## src/rtl/multi_reg_addr_seq.sv

```systemverilog
// Multi-register load/store address sequencer: expands one LA/SA/LM/SM request into per-register memory beats.
// First beat one cycle after start; one beat per unstalled cycle; stall freezes the current beat and all state.
module multi_reg_addr_seq #(
    parameter int AW   = 16,
    parameter int NREG = 8,
    parameter int IW   = 3
) (
    input  logic            clk,
    input  logic            rst_n,
    input  logic            start,
    input  logic [1:0]      op,
    input  logic [NREG-1:0] mask,
    input  logic [AW-1:0]   base,
    input  logic            stall,
    output logic            busy,
    output logic            beat_valid,
    output logic            beat_we,
    output logic [AW-1:0]   beat_addr,
    output logic [IW-1:0]   beat_reg,
    output logic            beat_last,
    output logic            done
);

    typedef enum logic [1:0] {
        S_IDLE = 2'd0,
        S_RUN  = 2'd1,
        S_DONE = 2'd2
    } state_t;

    state_t          state_q, state_d;
    logic            we_q, we_d;
    logic [AW-1:0]   base_q, base_d;
    logic [AW-1:0]   cnt_q, cnt_d;
    logic [NREG-1:0] pend_q, pend_d;

    logic [IW-1:0]   cur_reg;
    logic [NREG-1:0] cur_sel;
    logic            one_left;
    logic            run;
    logic [NREG-1:0] start_pend;

    // Register i lives at mask bit NREG-1-i, so the lowest register is the highest set bit.
    always_comb begin
        cur_reg = '0;
        cur_sel = '0;
        for (int j = 0; j < NREG; j++) begin
            if (pend_q[j]) begin
                cur_reg    = IW'(NREG - 1 - j);
                cur_sel    = '0;
                cur_sel[j] = 1'b1;
            end
        end
        one_left = (pend_q != '0) && ((pend_q & (pend_q - NREG'(1))) == '0);
    end

    // Whole-bank ops (LA/SA) ignore the caller's mask.
    assign start_pend = op[1] ? mask : '1;

    always_comb begin
        state_d = state_q;
        we_d    = we_q;
        base_d  = base_q;
        cnt_d   = cnt_q;
        pend_d  = pend_q;
        unique case (state_q)
            S_IDLE: begin
                if (start) begin
                    we_d    = op[0];
                    base_d  = base;
                    cnt_d   = '0;
                    pend_d  = start_pend;
                    state_d = (start_pend != '0) ? S_RUN : S_DONE;
                end
            end
            S_RUN: begin
                if (!stall) begin
                    pend_d = pend_q & ~cur_sel;
                    cnt_d  = cnt_q + AW'(1);
                    if (one_left) begin
                        state_d = S_DONE;
                    end
                end
            end
            S_DONE: begin
                state_d = S_IDLE;
            end
            default: begin
                state_d = S_IDLE;
            end
        endcase
    end

    always_ff @(posedge clk) begin
        if (!rst_n) begin
            state_q <= S_IDLE;
            we_q    <= 1'b0;
            base_q  <= '0;
            cnt_q   <= '0;
            pend_q  <= '0;
        end else begin
            state_q <= state_d;
            we_q    <= we_d;
            base_q  <= base_d;
            cnt_q   <= cnt_d;
            pend_q  <= pend_d;
        end
    end

    always_comb begin
        run        = (state_q == S_RUN);
        busy       = (state_q != S_IDLE);
        done       = (state_q == S_DONE);
        beat_valid = run;
        beat_we    = run & we_q;
        beat_addr  = run ? (base_q + cnt_q) : '0;
        beat_reg   = run ? cur_reg : '0;
        beat_last  = run & one_left;
    end

endmodule

```

## config.mk

```make
export PLATFORM = sky130hd
export DESIGN_NAME = multi_reg_addr_seq
export DESIGN_NICKNAME = d
export VERILOG_FILES = /design/src/rtl/multi_reg_addr_seq.sv
export SDC_FILE = /design/constraint.sdc
export NUM_CORES = 1
export LEC_CHECK = 0
export BUFFER_PORTS_ARGS = -buffer_cell sky130_fd_sc_hd__buf_2
export CAP_MARGIN = 40
export CORE_MARGIN = 1.5
export CORE_UTILIZATION = 40
export CTS_BUF_LIST = sky130_fd_sc_hd__clkbuf_4
export CTS_CLUSTER_SIZE = 20
export DETAILED_ROUTE_END_ITERATION = 8
export HOLD_SLACK_MARGIN = 0.1
export MAX_ROUTING_LAYER = met4
export SLEW_MARGIN = 20
export SYNTH_ARGS = -nofsm -noshare
export SYNTH_HDL_FRONTEND = slang
export SYNTH_SLANG_ARGS = --single-unit
```

## constraint.sdc

```tcl
create_clock -name clk -period 3.2 [get_ports clk]
set_clock_uncertainty 0.1 [all_clocks]
set_input_delay 0.64 -clock clk [delete_from_list [all_inputs] [get_ports clk]]
set_output_delay 0.64 -clock clk [all_outputs]
set_load 0.01 [all_outputs]
```

==> summary.md, run 1 <==
| Metric | Value |
|---|---|
| Hold slack | `0.371 ns` |
| Avg Cell Area, Syn | `7.87 sq um` |
| CTS Root Cell | `clkbuf_4` |
| Failing checks | `setup timing` |
| Yosys cell types | `53` |
| Pwr Density | `366 nW/um^2` |
| Area growth syn-to-layout | `19.5%` |
| Post-DP HPWL | `5.09 mm` |
| WL final | `7.13 mm` |
| Grt ovf | `0` |
| Post-CTS Hold Fix Bufs | `0` |
| DRC viols | `0` |
| Final worst slack | `-0.00671 ns` |
| Num rows | `30` |
| Number of synthesized flops with an enable pin | `0` |
| Clk sinks | `43` |
| RSZ-0062 raised after global routing | `true` |
| Area leader, netlist | `dfxtp_1` |
| Worst Path Required | `2.46 ns` |
| Hold Crit Class | `reg2reg` |
| H-Tree Depth | `2` |
| Die area | `7570 sq um` |
| Main synth FF type | `dfxtp_1` |
| Final slew viol count | `0` |
| Final Critical Period | `3.21 ns` |
| Overall Power | `0.00123 W` |
| Critical path fanouts, max | `3` |
| Maxcap violations | `0` |
| Share of layout cells above drive strength 1 | `22.4%` |
| Boundary pin count | `54` |
| Least-Margin Pin Slew | `0.720 ns` |
| Fillers | `718` |
| Num CTS Buffers | `5` |
| Status | `finished, violations left` |
| Synth top area share | `30.5%` |
| Vias | `2704` |
| WL per Instance | `13.9 um` |
| Worst-Skew Late Latency | `0.35 ns` |
| Final period util | `100%` |
| Syn Std Cell Area | `2820 sq um` |
| Setup violations, final | `1` |
| Commonest cells in the synthesized netlist | `nand2_1 (53), dfxtp_1 (43), nor2_1 (29)` |
| Post-DR vias/cell | `5.28` |
| Share of flip-flops with an asynchronous set or reset | `0%` |
| Most frequent cell after synthesis | `nand2_1` |
| Post-synthesis sequential area ratio | `30.5%` |
| TritonRoute pass-1 iters | `4` |
| Syn nets | `406` |
| Die H | `87.0 um` |
| Crit. End Element | `output port` |
| TritonCTS clock tree | `yes` |
| Final Hold Vio Count | `0` |
| Port Buffers | `53` |
| Post-route antenna net violation count | `0` |
| Synth top area cells | `dfxtp_1 (30%), ha_1 (7.1%), nand2_1 (7.0%)` |
| First-pass GRT wire length | `11.8 mm` |
| Nets | `462` |
| Pin count of the biggest net entering global routing | `31` |
| Starting density of the core | `41.6%` |
| Final GP Congestion | `0.878` |
| Initial antenna violation count | `0` |
| Initial DRC count | `160` |
| Core area | `6790 sq um` |
| Max_slew headroom | `52.0%` |
| IR Drop Worst-Case VDD | `0.000140 V` |
| Total track usage | `20.2%` |
| Arrival time worst endpoint | `2.47 ns` |
| Startpoint Class | `flip-flop` |
| Leakage | `1.40 nW` |
| Critical path class | `reg2out` |
| Cells after Synth | `359` |
| Synth warn | `0` |
| Chip width | `87.0 um` |
| Diodes inserted | `0` |
| #FFs+latches synth | `43` |
| Max clock buf depth | `2` |
| Number of global-route vias before repair | `2520` |
| CTS clock-pin slew for the worst setup and hold paths | `0.13 ns` |
| Maximum clock rate | `0.312 GHz` |
through the flow:
step                      cell area, sq um  std cells  setup TNS, ns  util [%]  setup slack [ns]
after floorplan                       2820        359              0         -             0.230
after global placement                3210        500              0      47.2            0.0757
after detailed placement              3210        500              0      47.2            0.0240
after CTS                             3310        510         -0.267      48.7           -0.0818
after global routing                  3370        512         -0.423      49.7            -0.180
final                                 3370        512       -0.00671      49.7          -0.00671
critical path: stages (launching register included):
cell and delay (ns):
dfxtp_2 0.36, ha_4 0.17, fa_2 0.37, a211oi_4 0.25
buf_4 0.15, o21ai_1 0.06, a21oi_1 0.16, buf_4 0.17
a32oi_2 0.11, mux2i_1 0.17, buf_2 0.15
cells in the final DEF, fill, tap and decap left out, drive strengths merged, types with 6 or more instances in the layout:
master	count
buf	64
nand2	53
dfxtp	43
nor2	29
o21ai	26
a21boi	21
a21oi	20
ha	16
xor2	15
nor3	10
nand3	10
inv	9
nand4	7
a211oi	7
or3	6
clkbuf	6
o21bai	6
routing by layer:
metal	track usage (%)	part of all wire (%)
met1	27.5	51
met2	31.4	44
met3	2.84	3.3
met4	5.57	1.3
met5	-	0
registers in the layout, indices dropped and copies added (netlist names):
name / count
we_q: 1
base_q: 16
state_q: 2
cnt_q: 16
pend_q: 8
cell type report:
| class | instances | area (sq um) | share of cell area, % |
|---|---|---|---|
| Timing Repair Buffer | 64 | 348 | 10.3 |
| Tap cell | 96 | 120 | 3.56 |
| Multi-Input combinational cell | 291 | 1950 | 57.8 |
| Inverter | 10 | 37.5 | 1.11 |
| Clock buffer | 6 | 45.0 | 1.33 |
| Sequential cell | 43 | 866 | 25.7 |
| Clock inverter | 2 | 7.51 | 0.222 |
kinds of logic after synthesis:
family                     count (synthesis)  share of synthesized area [%]
buffers and inverters                     25                           3.32
AOI/OAI and AO/OA                        110                           27.1
xor gates and xnor gates                  19                           5.89
DFF                                       43                           30.5
adders and majority gates                 18                           8.15
muxes                                      3                           1.06
and+or+nand+nor                          141                           24.0
where the power goes:
part / internal, W / leakage, nW / switching (W) / total [W]
clock: 0.0000902 / 0.0307 / 0.000173 / 0.000263
combinational: 0.000139 / 1.02 / 0.000213 / 0.000351
sequential: 0.000574 / 0.353 / 0.0000462 / 0.000620
total: 0.000803 / 1.40 / 0.000431 / 0.00123
worst paths after layout:
path	slack [ns]	cells after the start	to	start
max	-0.007	10	beat_addr[14]	base_q[0]
min	0.37	2	we_q	we_q
min reg2reg	0.37	2	we_q	we_q
max reg2reg	1.16	5	cnt_q[15]	state_q[0]
timing repair:
item                                    CTS  global route
setup buffers                             2             2
gates resized for setup                  10            13
endpoints found under the setup margin    6             9
pin swaps                                 5             7
(Power assumes the default switching activity.)
==> inputs of run 2 (changes only) <==
--- a/config.mk
+++ b/config.mk
@@ -9,7 +9,7 @@
 export CAP_MARGIN = 40
 export CORE_MARGIN = 1.5
 export CORE_UTILIZATION = 40
-export CTS_BUF_LIST = sky130_fd_sc_hd__clkbuf_4
+export CTS_BUF_LIST = sky130_fd_sc_hd__clkbuf_8
 export CTS_CLUSTER_SIZE = 20
 export DETAILED_ROUTE_END_ITERATION = 8
 export HOLD_SLACK_MARGIN = 0.1
==> run 2 against run 1 <==
Via count shrank 1.1%. Register-to-register slack gained 0.02 ns. The flow now finishes without violations. Sequential cell count is the same. Global-route usage grew 0.14 points. First-iteration DRC count shrank 19%. Maximum frequency grew 2.9%. Sequential share of layout area shrank 0.15 points. Clock-buffer cell count grew 1. Non-clock buffer count shrank 2.
==> summary.md, run 2 (synthesized netlist as in run 1, its figures left out) <==
| Metric | Value |
|---|---|
| Status | `completed` |
| Total track usage | `20.4% (+0.14 points)` |
| Post-DP HPWL | `5.09 mm (unchanged)` |
| Max_slew headroom | `53.0% (+0.97 points)` |
| CTS Root Cell | `clkbuf_8` |
| Vias | `2675 (-1.1%)` |
| Port Buffers | `53 (unchanged)` |
| Hold Crit Class | `reg2reg` |
| Num rows | `30 (unchanged)` |
| Area occupied by registers | `865 sq um (-0.14%)` |
| Boundary pin count | `54 (unchanged)` |
| Crit-path cells | `ha_4 > fa_2 > a211oi_4 > o21bai_2 > a2111oi_4 > nor3_1 > nor3b_1 > buf_2` |
| Die area | `7570 sq um (unchanged)` |
| Startpoint Class | `flip-flop` |
| Worst slack, placed | `0.0240 ns (unchanged)` |
| Num CTS Buffers | `5 (unchanged)` |
| Worst Path Required | `2.46 ns (about the same)` |
| Reg power frac | `46.1% (-4.1 points)` |
| Diodes inserted | `0 (unchanged)` |
| WL per Instance | `14.0 um (+0.39%)` |
| Grt ovf | `0 (unchanged)` |
| Multi-input gate area | `1930 sq um (-0.83%)` |
| Post-DR vias/cell | `5.25 (-0.68%)` |
| Initial antenna violation count | `0 (unchanged)` |
| Final worst slack | `0.0834 ns (+0.0901 ns)` |
| Final Hold Vio Count | `0 (unchanged)` |
| Biggest regs | `base_q (16), cnt_q (16), pend_q (8)` |
| Pwr Density | `397 nW/um^2 (+8.5%)` |
| Arrival time worst endpoint | `2.38 ns (-0.09 ns)` |
| Chip width | `87.0 um (unchanged)` |
| Setup violations, final | `0 (-1)` |
| Number of global-route vias before repair | `2524 (+0.16%)` |
| Peak per-stage delay on the critical path | `0.37 ns (about the same)` |
| Maxcap violations | `0 (unchanged)` |
| Maximum clock rate | `0.321 GHz (+2.9%)` |
| Power share of the clock group | `27.9% (+6.6 points)` |
| Final GP Congestion | `0.878 (unchanged)` |
| Clk sinks | `43 (unchanged)` |
| Fillers | `708 (-1.4%)` |
| Post-route antenna net violation count | `0 (unchanged)` |
| RSZ-0062 raised after global routing | `true` |
| Comb pwr share | `26.0% (-2.5 points)` |
| Hold Path Depth | `2 (unchanged)` |
| H-Tree Depth | `2 (unchanged)` |
| Final Core Density | `49.9% (+0.22 points)` |
| Leakage | `1.42 nW (+1.4%)` |
| Pin count of the biggest net entering global routing | `31 (unchanged)` |
| Worst-Skew Late Latency | `0.30 ns (-0.05 ns)` |
| Switching share of power | `32.7% (-2.2 points)` |
| IR Drop Worst-Case VDD | `0.000217 V (+55%)` |
| Placed inst area | `3210 sq um (unchanged)` |
| FF-to-FF path depth | `5 (unchanged)` |
| Area growth syn-to-layout | `20.0%` |
| TritonRoute pass-1 iters | `4 (unchanged)` |
| Critical path fanouts, max | `3 (unchanged)` |
| Crit-path slowest cell | `fa_2` |
| Nets | `460 (-0.43%)` |
| Most frequent cells in the layout | `nand2_1 (53), buf_2 (53), dfxtp_1 (40), nor2_1 (29), o21ai_0 (24)` |
| Final slew viol count | `0 (unchanged)` |
| DRC viols | `0 (unchanged)` |
| Final period util | `97.4% (-2.8 points)` |
| Least-Margin Pin Slew | `0.705 ns (-0.0145 ns)` |
| Die H | `87.0 um (unchanged)` |
| Critical path class | `reg2out` |
| WL final | `7.13 mm (unchanged)` |
| Starting density of the core | `41.6% (unchanged)` |
| Core area | `6790 sq um (unchanged)` |
| Post-CTS Hold Fix Bufs | `0 (unchanged)` |
| TritonCTS clock tree | `yes` |
| Psw | `0.000440 W (+2.0%)` |
| Fin area | `3390 sq um (+0.44%)` |
| Share of layout cells above drive strength 1 | `21.0% (-1.3 points)` |
| CTS clock-pin slew for the worst setup and hold paths | `0.08 ns (-0.05 ns)` |
| Final Critical Period | `3.12 ns (-0.0901 ns)` |
| Crit. End Element | `output port` |
| First-pass GRT wire length | `11.9 mm (+0.47%)` |
| Max clock buf depth | `2 (unchanged)` |
| Initial DRC count | `130 (-19%)` |
| Pint | `0.000906 W (+13%)` |
run 2: cell count changes in the layout (fill, tap and decap cells not counted), moves of 2 or more:
cell / before / now
buf_4: 11 / 9
clkbuf_4: 6 / 0
clkbuf_8: 0 / 7
clkinv_1: 3 / 1
ha_1: 13 / 15
ha_2: 2 / 0
o21ai_0: 22 / 24
run 2: critical path: cells and delay by family, from the launching register on:
family | cells | cell delay, ns
AND/OR/NAND/NOR | 2 | 0.29
flip-flops | 1 | 0.34
buffers and inverters | 1 | 0.16
adder cells (fa/ha/maj) | 2 | 0.54
AO/OA/AOI/OAI | 3 | 0.76
run 2: final timing paths:
kind,slack (ns),end,startpoint
setup / recovery,0.08,beat_addr[8],cnt_q[0]
hold reg to reg,0.36,we_q,we_q
setup reg to reg,1.18,cnt_q[15],state_q[0]
hold / removal,0.36,we_q,we_q
run 2: power groups by stage:
stage	sequential, W	clock [W]	combinational [W]
floorplan	0.000611	0	0.000245
global placement	0.000629	0	0.000344
detailed placement	0.000630	0	0.000347
CTS	0.000619	0.000390	0.000353
global route	0.000627	0.000411	0.000394
finish	0.000620	0.000376	0.000350
run 2: through the flow:
stage	hold slack, ns	setup TNS (ns)	power (W)	instances
final	0.365	0	0.00135	510
after global routing	0.400	-0.0990	0.00143	510
after CTS	0.372	0	0.00136	509
after detailed placement	0.362	0	0.000978	500
after global placement	0.349	0	0.000973	500
after floorplan	0.339	0	0.000856	359
run 2: cell type report:
class                   instances  share of cell area [%]
clock buffers                   7                    2.84
clock inverters                 1                   0.111
inverters                      10                    1.11
multi-input cells             291                    57.1
flip-flops and latches         43                    25.5
well taps                      96                    3.54
repair buffers                 62                    9.82
run 2: metal layers:
metal  wire length [um]  up-vias  global-route usage, %
met3                203        6                   2.84
li1                   -     1397                      -
met5                  0        -                      -
met2               3150       55                   31.9
met1               3670     1217                   27.4
met4                 95        0                   6.01
run 2: timing repair:
item                                    CTS  global route
buffers inserted                          2             1
pin swaps                                 5             5
resized for setup                        10             6
endpoints found under the setup margin    5             6
==> inputs of run 3 (changes only) <==
--- a/config.mk
+++ b/config.mk
@@ -14,6 +14,7 @@
 export DETAILED_ROUTE_END_ITERATION = 8
 export HOLD_SLACK_MARGIN = 0.1
 export MAX_ROUTING_LAYER = met4
+export REMOVE_ABC_BUFFERS = 1
 export SLEW_MARGIN = 20
 export SYNTH_ARGS = -nofsm -noshare
 export SYNTH_HDL_FRONTEND = slang
==> run 3 against run 2 <==
Maximum frequency barely moved. First-iteration DRC count is 19% lower. Critical path type unchanged. Combinational power is 3% higher. Sequential share of layout area is 0.12 points lower. Setup slack worse by 0.0030 ns.
==> summary.md, run 3 (synthesized netlist as in run 1, its figures left out) <==
| Metric | Value |
|---|---|
| Routed wl met3 | `362 um (+78%)` |
| Routed length on met2 | `3.24 mm (+2.9%)` |
| Clk sinks | `43 (unchanged)` |
| Worst setup path startpoint | `cnt_q[0]` |
| Power share of the clock group | `27.7% (-0.2 points)` |
| Max_slew headroom | `49.6% (-3.4 points)` |
| CTS Root Cell | `clkbuf_8` |
| Die area | `7570 sq um (unchanged)` |
| Pwr Density | `398 nW/um^2 (+0.15%)` |
| IR Drop Worst-Case VDD | `0.000235 V (+8.5%)` |
| Worst Path Required | `2.46 ns (about the same)` |
| Reg power frac | `45.7% (-0.4 points)` |
| Startpoint Class | `flip-flop` |
| CP delay by family, top | `compound AO/OA/AOI/OAI gates` |
| Diodes inserted | `0 (unchanged)` |
| Number of buffers and inverters on the critical path | `1 (unchanged)` |
| Total track usage | `19.8% (-0.56 points)` |
| Number of global-route vias before repair | `2447 (-3.1%)` |
| Critical path class | `reg2out` |
| Boundary pin count | `54 (unchanged)` |
| R2R Setup Slk | `1.18 ns (about the same)` |
| Hold Path Depth | `2 (unchanged)` |
| Initial antenna violation count | `0 (unchanged)` |
| Hold_sp | `we_q` |
| H-Tree Depth | `2 (unchanged)` |
| Num rows | `30 (unchanged)` |
| Worst-Skew Late Latency | `0.30 ns (about the same)` |
| Comb pwr share | `26.6% (+0.6 points)` |
| Nets | `461 (+0.22%)` |
| Final period util | `97.5% (about the same)` |
| Arrival time worst endpoint | `2.38 ns (about the same)` |
| Top Layer Used | `met4` |
| R2R Path End | `pend_q[1]` |
| Crit-path slowest cell | `fa_2` |
| WL final | `7.08 mm (-0.65%)` |
| TritonRoute pass-1 iters | `4 (unchanged)` |
| Final Critical Period | `3.12 ns (+0.00305 ns)` |
| Final Hold Vio Count | `0 (unchanged)` |
| Post-DR vias/cell | `5.33 (+1.7%)` |
| Switching share of power | `32.8% (+0.10 points)` |
| TritonCTS clock tree | `yes` |
| Share of layout cells above drive strength 1 | `21.7% (+0.67 points)` |
| Most frequent cells in the layout | `nand2_1 (53), buf_2 (53), dfxtp_1 (40), nor2_1 (29), o21ai_0 (24)` |
| Die H | `87.0 um (unchanged)` |
| Port Buffers | `53 (unchanged)` |
| Status | `completed` |
| Maxcap violations | `0 (unchanged)` |
| Vias | `2726 (+1.9%)` |
| Area growth syn-to-layout | `20.6%` |
| Maximum clock rate | `0.321 GHz (about the same)` |
| Post-DP HPWL | `5.22 mm (+2.7%)` |
| Max clock buf depth | `2 (unchanged)` |
| RSZ-0062 raised after global routing | `true` |
| Critical path fanouts, max | `3 (unchanged)` |
| Setup violations, final | `0 (unchanged)` |
| Met1 wire length | `3.33 mm (-9.5%)` |
| Grt ovf | `0 (unchanged)` |
| Least-Margin Pin Slew | `0.757 ns (+0.0513 ns)` |
| Placed inst area | `3220 sq um (+0.47%)` |
| Biggest regs | `base_q (16), cnt_q (16), pend_q (8)` |
| Core area | `6790 sq um (unchanged)` |
| Num CTS Buffers | `5 (unchanged)` |
| Pint | `0.000910 W (+0.48%)` |
| Hold slack | `0.358 ns (-0.00655 ns)` |
| Final slew viol count | `0 (unchanged)` |
| Initial DRC count | `105 (-19%)` |
| CTS clock-pin slew for the worst setup and hold paths | `0.08 ns (about the same)` |
| WL per Instance | `13.9 um (-0.84%)` |
| Crit. End Element | `output port` |
| DRC viols | `0 (unchanged)` |
| Leakage | `1.43 nW (+0.44%)` |
| RR Startpoint | `state_q[0]` |
| Peak per-stage delay on the critical path | `0.40 ns (+0.03 ns)` |
| Hold Crit Class | `reg2reg` |
| Fillers | `676 (-4.5%)` |
| Fin area | `3410 sq um (+0.48%)` |
| Psw | `0.000444 W (+0.95%)` |
| Post-route antenna net violation count | `0 (unchanged)` |
| Final GP Congestion | `0.882 (+0.43%)` |
| Pin count of the biggest net entering global routing | `23 (-26%)` |
| Starting density of the core | `41.6% (unchanged)` |
| Chip width | `87.0 um (unchanged)` |
| Post-CTS Hold Fix Bufs | `0 (unchanged)` |
| FF-to-FF path depth | `5 (unchanged)` |
| Crit-path cells | `ha_4 > fa_2 > a211oi_4 > o21bai_2 > a2111oi_4 > nor3_2 > nor3b_1 > buf_2` |
| Worst Hold Endpoint | `we_q` |
| First-pass GRT wire length | `11.6 mm (-2.4%)` |
## run 3: cell types whose count changed in the layout (fill, tap and decap cells not counted), sizes merged
cell / previous run / this run
buf: 62 / 63
## run 3: worst min-delay path, delay by kind of cell (launching register included)
kind | cells | cell delay (ns)
AO/OA/AOI/OAI | 1 | 0.06
AND/OR/NAND/NOR | 1 | 0.04
flip-flops | 1 | 0.31
## run 3: metrics by stage
step / total power, W / setup TNS [ns] / setup slack, ns / instances / util (%)
2_1_floorplan: 0.000843 / 0 / 0.230 / 344 / -
3_3_place_gp: 0.000983 / 0 / 0.0719 / 502 / 47.4
5_1_grt: 0.00144 / -0.0773 / -0.0638 / 511 / 50.1
6_report: 0.00135 / 0 / 0.0804 / 511 / 50.1
4_1_cts: 0.00137 / 0 / 0.0400 / 510 / 49.2
3_5_place_dp: 0.000986 / 0 / 0.0177 / 502 / 47.4
## run 3: layout make-up
cell class              instances  area (sq um)  area share [%]
multi-input cells             291          1940            57.1
flip-flops and latches         43           865            25.4
repair buffers                 63           340            9.99
well taps                      96           120            3.53
clock buffers                   7          96.3            2.83
inverters                      10          37.5            1.10
clock inverters                 1          3.75           0.110
## run 3: power by group through the flow
| stage | clock (W) | sequential, W | combinational, W |
|---|---|---|---|
| 2_1_floorplan | 0 | 0.000619 | 0.000225 |
| 4_1_cts | 0.000391 | 0.000617 | 0.000360 |
| 3_3_place_gp | 0 | 0.000629 | 0.000355 |
| 3_5_place_dp | 0 | 0.000630 | 0.000356 |
| 5_1_grt | 0.000410 | 0.000626 | 0.000402 |
| 6_report | 0.000375 | 0.000619 | 0.000360 |
## run 3: what timing repair did
| action | CTS | global route |
|---|---|---|
| buffers inserted | 0 | 1 |
| pin swaps | 3 | 6 |
| setup endpoints to repair | 6 | 6 |
| gates resized for setup | 7 | 11 |
## run 3: metal layers
metal | vias to the layer above | global-route usage [%]
met5 | - | -
met1 | 1240 | 25.9
met3 | 14 | 3.22
met4 | 0 | 7.92
met2 | 71 | 30.5
li1 | 1401 | -
## run 3: worst max-delay path by stage
stage / slack [ns] / cells after the start / to
after CTS: 0.04 / 7 / beat_addr[15]
final: 0.08 / 8 / beat_addr[8]
after global placement: 0.07 / 8 / beat_addr[8]
after floorplan: 0.23 / 7 / beat_addr[8]
after global routing: -0.06 / 8 / beat_addr[8]
after detailed placement: 0.02 / 8 / beat_addr[8]
